$ cat src/rtl/multi_clk_divider.sv
// Bank of independent clock-enable generators. Each channel emits a one-cycle
// period strobe and a duty-controlled divided waveform from a runtime divisor/high time.
module multi_clk_divider #(
  parameter int N_CH      = 4,
  parameter int CTR_W     = 16,
  parameter int DIV_INIT  = 2,
  parameter int HIGH_INIT = 1,
  parameter int CH_W      = (N_CH > 1) ? $clog2(N_CH) : 1
) (
  input  logic             clk,
  input  logic             rst_n,
  input  logic [N_CH-1:0]  en,
  input  logic             align,
  input  logic             cfg_we,
  input  logic [CH_W-1:0]  cfg_ch,
  input  logic [CTR_W-1:0] cfg_div,
  input  logic [CTR_W-1:0] cfg_high,
  output logic [N_CH-1:0]  cfg_pending,
  output logic [N_CH-1:0]  tick,
  output logic [N_CH-1:0]  div_clk
);

  typedef enum logic {
    ST_IDLE = 1'b0,
    ST_RUN  = 1'b1
  } run_state_e;

  localparam logic [CTR_W-1:0] ONE    = CTR_W'(1);
  localparam logic [CTR_W-1:0] D_RST  = CTR_W'(DIV_INIT);
  localparam logic [CTR_W-1:0] H_RST  = CTR_W'(HIGH_INIT);

  // Out-of-range channel numbers match no channel, so such writes are dropped.
  logic [31:0]     ch_idx;
  logic [N_CH-1:0] wr_sel;

  always_comb begin
    ch_idx = 32'(cfg_ch);
    wr_sel = '0;
    for (int i = 0; i < N_CH; i++) begin
      if (cfg_we && (ch_idx == 32'(i))) begin
        wr_sel[i] = 1'b1;
      end
    end
  end

  for (genvar g = 0; g < N_CH; g++) begin : g_ch
    run_state_e       state_q, state_d;
    logic [CTR_W-1:0] p_q, p_d;
    logic [CTR_W-1:0] div_q, div_d;
    logic [CTR_W-1:0] high_q, high_d;
    logic [CTR_W-1:0] sdiv_q, sdiv_d;
    logic [CTR_W-1:0] shigh_q, shigh_d;
    logic             pend_q, pend_d;
    logic             tick_q, tick_d;
    logic             dclk_q, dclk_d;
    logic             wrap;
    logic             apply;

    always_comb begin
      wrap    = (div_q == '0) || (p_q >= div_q - ONE);
      // Shadow moves to active only at a period boundary, using the shadow as
      // it stood before this edge; a same-edge write waits for the next boundary.
      apply   = pend_q && ((state_q == ST_IDLE) || (en[g] && (align || wrap)));
      div_d   = apply ? sdiv_q  : div_q;
      high_d  = apply ? shigh_q : high_q;
      sdiv_d  = wr_sel[g] ? cfg_div  : sdiv_q;
      shigh_d = wr_sel[g] ? cfg_high : shigh_q;
      pend_d  = wr_sel[g] || (pend_q && !apply);

      state_d = ST_IDLE;
      p_d     = '0;
      if (en[g] && (div_d != '0)) begin
        state_d = ST_RUN;
        if ((state_q == ST_RUN) && !align && !wrap) begin
          p_d = p_q + ONE;
        end
      end

      tick_d = (state_d == ST_RUN) && (p_d == '0);
      dclk_d = (state_d == ST_RUN) && (p_d < high_d);
    end

    always_ff @(posedge clk or negedge rst_n) begin
      if (!rst_n) begin
        state_q <= ST_IDLE;
        p_q     <= '0;
        div_q   <= D_RST;
        high_q  <= H_RST;
        sdiv_q  <= '0;
        shigh_q <= '0;
        pend_q  <= 1'b0;
        tick_q  <= 1'b0;
        dclk_q  <= 1'b0;
      end else begin
        state_q <= state_d;
        p_q     <= p_d;
        div_q   <= div_d;
        high_q  <= high_d;
        sdiv_q  <= sdiv_d;
        shigh_q <= shigh_d;
        pend_q  <= pend_d;
        tick_q  <= tick_d;
        dclk_q  <= dclk_d;
      end
    end

    assign cfg_pending[g] = pend_q;
    assign tick[g]        = tick_q;
    assign div_clk[g]     = dclk_q;
  end

endmodule

$ cat config.mk
export PLATFORM = sky130hd
export DESIGN_NAME = multi_clk_divider
export DESIGN_NICKNAME = d
export VERILOG_FILES = /design/src/rtl/multi_clk_divider.sv
export SDC_FILE = /design/constraint.sdc
export NUM_CORES = 1
export LEC_CHECK = 0
export ABC_AREA = 1
export CAP_MARGIN = 0
export CORE_MARGIN = 2
export CORE_UTILIZATION = 40
export DETAILED_ROUTE_END_ITERATION = 16
export DONT_BUFFER_PORTS = 1
export PLACE_DENSITY = 0.53
export SYNTH_ARGS = -nofsm -noshare
export SYNTH_HDL_FRONTEND = slang
export SYNTH_SLANG_ARGS = --single-unit
$ cat constraint.sdc
create_clock -name clk -period 5.9 [get_ports clk]
set_input_delay 1.475 -clock clk [delete_from_list [all_inputs] [get_ports clk]]
set_output_delay 1.475 -clock clk [all_outputs]
set_load 0.03 [all_outputs]
==> flow_summary.json, run 1 <==
{
  "cp.depth": 34,
  "leakage_uw": 0.0106,
  "finalSetupViolations": 0,
  "initial_core_util_pct": 40.5,
  "nNetsFinal": 2407,
  "clk-insertion-delay-late_ps": 560,
  "vias": 14000,
  "crit_slowest_cell": "dfrtp_1",
  "r2r-start": "g_ch[0].div_q[0]$_DFF_PN0_",
  "synth_area_leaders": "dfrtp_1, nand2_1, ha_1, inv_1, o21ai_0",
  "grt_pass1_wl_um": 74900,
  "yosysTopAreaCell": "dfrtp_1",
  "ys.flop_type": "dfrtp_1",
  "cts_buffers": 40,
  "clock-sinks": 336,
  "drtAntennaViolNets": 0,
  "grt_setup_unrepaired": "no",
  "utilization_pct": 44.7,
  "drive_gt1_share_pct": 7.24,
  "cp-end-kind": "register",
  "grt_max_degree": 337,
  "wl_per_cell_um": 16.2,
  "drt_iter0_drc": 774,
  "crit_arrival_ps": 5790,
  "startpoint_type": "register",
  "cts_tree": "yes",
  "path_buf_inv": 5,
  "io_buffers": 0,
  "cp_slowest_stage_delay_ps": 380,
  "cts_buffer_depth": 3,
  "r2r_end": "g_ch[0].dclk_q$_DFF_PN0_",
  "htreeDepth": 2,
  "wirelength_um": 46300,
  "synth_cells": 2252,
  "dieArea_mm2": 0.0477,
  "via_per_inst": 4.89,
  "syn_nets": 2426,
  "synth-seq-cells": 336,
  "worstPathMaxFanout": 21,
  "drc": 0,
  "place.gp.congestion": 0.859,
  "reg2reg_slack_ps": 570,
  "synth_commonest_cells": "nand2_1, inv_1, dfrtp_1, nor2_1, o21ai_0",
  "antenna_found_initial": 3,
  "first_pass_iters": 7,
  "critPathKind": "register to register",
  "area.growth.synth_to_final_pct": 10.3,
  "tightest_slew_ps": 1110,
  "min_from": "g_ch[0].shigh_q[10]$_DFFE_PN0P_",
  "synth-edff-count": 0,
  "vdd_ir_drop_max_uv": 244,
  "clock_skew_ps": 17.8,
  "clock-root-buffer": "clkbuf_16",
  "cp.required_ps": 6360,
  "timing.final.crit_share_pct": 90.3,
  "hold_viol": 0,
  "hold_class": "register to register",
  "crit_top_cell": "nand2_1",
  "yosysSeqAreaShare_pct": 45.8,
  "period_minus_slack_ps": 5330,
  "yosysMostFrequentCell": "nand2_1",
  "coreArea_mm2": 0.0454,
  "die_w_um": 218,
  "grt_pass1_vias": 13800,
  "path_clk_slew_ps": 60,
  "timing.fmax_ghz": 0.188,
  "worstSetupStartpoint": "g_ch[0].div_q[0]$_DFF_PN0_",
  "slew_headroom_pct": 25.7,
  "tns_ps": 0,
  "ys_async_sr_fraction_pct": 100,
  "crit_family": "simple AND/OR/NAND/NOR gates",
  "worstSetupEndpoint": "g_ch[0].dclk_q$_DFF_PN0_",
  "ys_warn_count": 0,
  "synth_area_mm2": 0.0184,
  "die_h_um": 218,
  "drv_slew": 0,
  "io_pins": 54,
  "synth.avg_cell_area_um2": 8.16,
  "rows": 78,
  "status": "finished, final reports clean",
  "grt_usage_pct": 20.2,
  "overflow": 0,
  "synth_top_cell_area_share_pct": 44.6,
  "synth.distinct_cells": 50,
  "p_per_area_mw_per_mm2": 410,
  "cap_violations": 0,
  "hpwl_um": 33300,
  "reg2reg_depth": 34
}
cells by family after synthesis:
family,after synthesis,synth area share [%]
multiplexers,4,0.245
AO/OA/AOI/OAI,291,8.35
adder cells (fa/ha/maj),132,8.98
XOR/XNOR,70,3.33
buffers and inverters,446,9.96
AND/OR/NAND/NOR,973,23.3
flip-flops,336,45.8
cell usage in the layout, fill, tap and decap left out, types with 9 or more instances in the layout:
cell and n:
a21oi_1 48, buf_4 13, clkbuf_16 41, clkbuf_8 10, dfrtp_1 328, ha_1 132
inv_1 359, nand2_1 521, nand2_2 10, nand2_4 9, nand3_1 44, nand4_1 82
nor2_1 214, nor3_1 40, o21ai_0 208, xnor2_1 27, xor2_1 43
stage by stage:
stage          setup WS, ps  cells  total power [uW]  instance area, um^2  hold WS, ps
5_1_grt                14.4   2865              9000                20300          501
3_3_place_gp            259   2787              5700                18800          461
3_5_place_dp            171   2787              5780                18800          468
6_report                569   2866              8310                20300          480
2_1_floorplan          1250   2252              5180                18400          448
4_1_cts                 151   2861              8370                20200          484
final cells by class:
cell class,instances,area [um^2]
multi-input combinational,1473,8240
timing repair buffer,13,97.6
fill,4580,25100
antenna,1,2.50
clock inverter,17,181
inverter,369,1400
sequential,336,8420
tap,600,751
clock buffer,57,1190
worst register-to-register path: cells and delay by family, from the launching register on:
kind	cells	cell delay (ps)
and+or+nand+nor	20	2690
xor gates and xnor gates	1	160
adders and majority gates	2	590
buffers and inverters	5	330
DFF	1	380
AOI/OAI and AO/OA	6	1100
repair_timing:
item / 4_1_cts / 5_1_grt
buffers inserted: 0 / 1
resized for setup: 0 / 10
hold buffers: 0 / 0
endpoints found under the setup margin: 0 / 3
report_power, final:
part           total, uW  switching, uW  internal [uW]
clock               2560           1020           1540
combinational       2500           1550            954
sequential          3250            395           2850
total               8310           2960           5340
routing by layer:
metal / wire length, um / track usage [%] / share of wire, %
met5: 13 / 0 / 0.028
met4: 842 / 5.35 / 1.8
met3: 2190 / 3.30 / 4.7
met2: 20800 / 31.8 / 45
met1: 22500 / 28.7 / 49
sequential cells by signal, indices dropped and copies added (netlist names):
signal        count
g_ch.pend_q       4
g_ch.high_q      64
g_ch.dclk_q       4
g_ch.div_q       64
g_ch.shigh_q     64
g_ch.tick_q       4
g_ch.state_q      4
g_ch.p_q         64
g_ch.sdiv_q      64
how the worst min path moves through the flow:
stage,cells after the start,slack (ps),end
after global routing,2,500,g_ch[2].sdiv_q[15]$_DFFE_PN0P_
after detailed placement,2,470,g_ch[1].shigh_q[12]$_DFFE_PN0P_
after global placement,2,460,g_ch[2].shigh_q[10]$_DFFE_PN0P_
after floorplan,2,450,g_ch[0].shigh_q[10]$_DFFE_PN0P_
final,2,480,g_ch[0].shigh_q[10]$_DFFE_PN0P_
after CTS,2,480,g_ch[1].shigh_q[12]$_DFFE_PN0P_
(Power assumes the default switching activity.)
==> inputs of run 2 (changes only) <==
Settings changed: CTS_CLUSTER_DIAMETER set to 50.
==> run 2 against run 1 <==
Compared with the run above: critical path depth unchanged; flip-flop and latch count unchanged; setup slack better by 18 ps; cell count is 0.38% higher; clock skew rose by 4.0 ps; worst hold slack worse by 1.3 ps; cell area rose by 0.86%; global-route usage is 0.073 points higher; critical path type unchanged.
==> flow_summary.json, run 2 (synthesis results as in run 1) <==
{
  "status": "finished, final reports clean",
  "multi_input_area_mm2": 0.00824,
  "hold_viol": 0,
  "clock-sinks": 336,
  "wirelength_um": 46400,
  "grt_pass1_wl_um": 75100,
  "rows": 78,
  "final_common_cell": "nand2_1",
  "crit_arrival_ps": 5780,
  "register_area_mm2": 0.00842,
  "crit_top_cell": "nand2_1",
  "drv_slew": 0,
  "cts_buffer_depth": 3,
  "grt_setup_unrepaired": "no",
  "first_pass_iters": 7,
  "cts_buffers": 45,
  "final_cell_mix": "nand2_1, inv_1, dfrtp_1",
  "place.gp.congestion": 0.859,
  "initial_core_util_pct": 40.5,
  "top_layer": "met5",
  "drive_gt1_share_pct": 7.51,
  "worstPathMaxFanout": 21,
  "via_per_inst": 4.88,
  "leakage_uw": 0.0106,
  "grt_usage_pct": 20.2,
  "path_clk_slew_ps": 60,
  "crit_family": "simple AND/OR/NAND/NOR gates",
  "cp-end-kind": "register",
  "setup_ws_ps": 588,
  "drc": 0,
  "startpoint_type": "register",
  "cap_violations": 0,
  "overflow": 0,
  "crit_slowest_cell": "dfrtp_1",
  "dieArea_mm2": 0.0477,
  "stdcell_area_mm2": 0.0205,
  "tightest_slew_ps": 1110,
  "antenna_found_initial": 3,
  "nNetsFinal": 2413,
  "timing.final.crit_share_pct": 90.0,
  "reg2reg_slack_ps": 590,
  "postCtsHoldBufs": 0,
  "io_pins": 54,
  "timing.fmax_ghz": 0.188,
  "clock_skew_ps": 21.8,
  "num-fill-cells": 4562,
  "grt_pass1_vias": 13900,
  "cp.required_ps": 6370,
  "drtAntennaViolNets": 0,
  "path_buf_inv": 5,
  "clk-insertion-delay-late_ps": 570,
  "hpwl_um": 33300,
  "cts_tree": "yes",
  "htreeDepth": 2,
  "vdd_ir_drop_max_uv": 253,
  "wl_met1_um": 22600,
  "clock-root-buffer": "clkbuf_16",
  "critPathKind": "register to register",
  "wl_per_cell_um": 16.1,
  "vias": 14000,
  "cp_slowest_stage_delay_ps": 380,
  "p_per_area_mw_per_mm2": 417,
  "io_buffers": 0,
  "slew_headroom_pct": 25.8,
  "tns_ps": 0,
  "hold_class": "register to register",
  "area.growth.synth_to_final_pct": 11.2,
  "die_w_um": 218,
  "place_ws_ps": 171,
  "grt_max_degree": 337,
  "drt_iter0_drc": 789,
  "coreArea_mm2": 0.0454,
  "wl_met3_um": 1980,
  "die_h_um": 218,
  "dpl-instance-area_mm2": 0.0188,
  "period_minus_slack_ps": 5310,
  "routed-wl-met2_um": 20900,
  "finalSetupViolations": 0
}
## run 2: changes by cell type in the layout (fill, tap and decap cells not counted), sizes merged
cell      change
inv           +3
buf           +1
clkbuf        +3
clkinvlp      +3
bufinv        +1
## run 2: worst reg2reg max path: cells and delay by family, from the launching register on
| kind | cells | cell delay (ps) |
|---|---|---|
| buffers and inverters | 5 | 340 |
| AO/OA/AOI/OAI | 6 | 1080 |
| flip-flops | 1 | 380 |
| AND/OR/NAND/NOR | 20 | 2670 |
| XOR/XNOR | 1 | 160 |
| adder cells (fa/ha/maj) | 2 | 600 |
## run 2: stage by stage
| stage | util, % | total power, uW | hold slack [ps] | std cells |
|---|---|---|---|---|
| 2_1_floorplan | - | 5180 | 448 | 2252 |
| 3_5_place_dp | 41.5 | 5780 | 468 | 2787 |
| 6_report | 45.1 | 8540 | 479 | 2877 |
| 4_1_cts | 44.8 | 8610 | 483 | 2871 |
| 5_1_grt | 45.1 | 9230 | 500 | 2876 |
| 3_3_place_gp | 41.5 | 5700 | 461 | 2787 |
## run 2: path summary, 6_finish.rpt
kind	end	cells after the start	from
min	g_ch[0].shigh_q[10]$_DFFE_PN0P_	2	g_ch[0].shigh_q[10]$_DFFE_PN0P_
max in group asynchronous	g_ch[2].p_q[3]$_DFF_PN0_	0	rst_n
min in group asynchronous	g_ch[3].p_q[2]$_DFF_PN0_	0	rst_n
min reg2reg	g_ch[0].shigh_q[10]$_DFFE_PN0P_	2	g_ch[0].shigh_q[10]$_DFFE_PN0P_
max reg2reg	g_ch[0].dclk_q$_DFF_PN0_	34	g_ch[0].div_q[0]$_DFF_PN0_
max	g_ch[0].dclk_q$_DFF_PN0_	34	g_ch[0].div_q[0]$_DFF_PN0_
## run 2: power breakdown
part,switching [uW],internal [uW],total [uW]
Clock,1100,1690,2790
Combinational,1550,955,2500
Sequential,393,2850,3250
## run 2: cell type report
class                   instances  share of cell area (%)
multi-input cells            1473                    40.3
repair buffers                 14                   0.514
diodes                          1                  0.0122
well taps                     600                    3.67
clock inverters                24                    1.36
clock buffers                  60                    6.14
flip-flops and latches        336                    41.2
inverters                     369                    6.85
## run 2: repair_timing
item	in CTS	in global routing
setup endpoints to repair	0	3
gates resized for setup	0	10
buffers inserted	0	2
## run 2: routing by layer
layer	vias up	GRT usage (%)
li1	7150	-
met1	6619	28.9
met2	212	31.8
met3	59	3.08
met4	2	5.80
met5	-	0
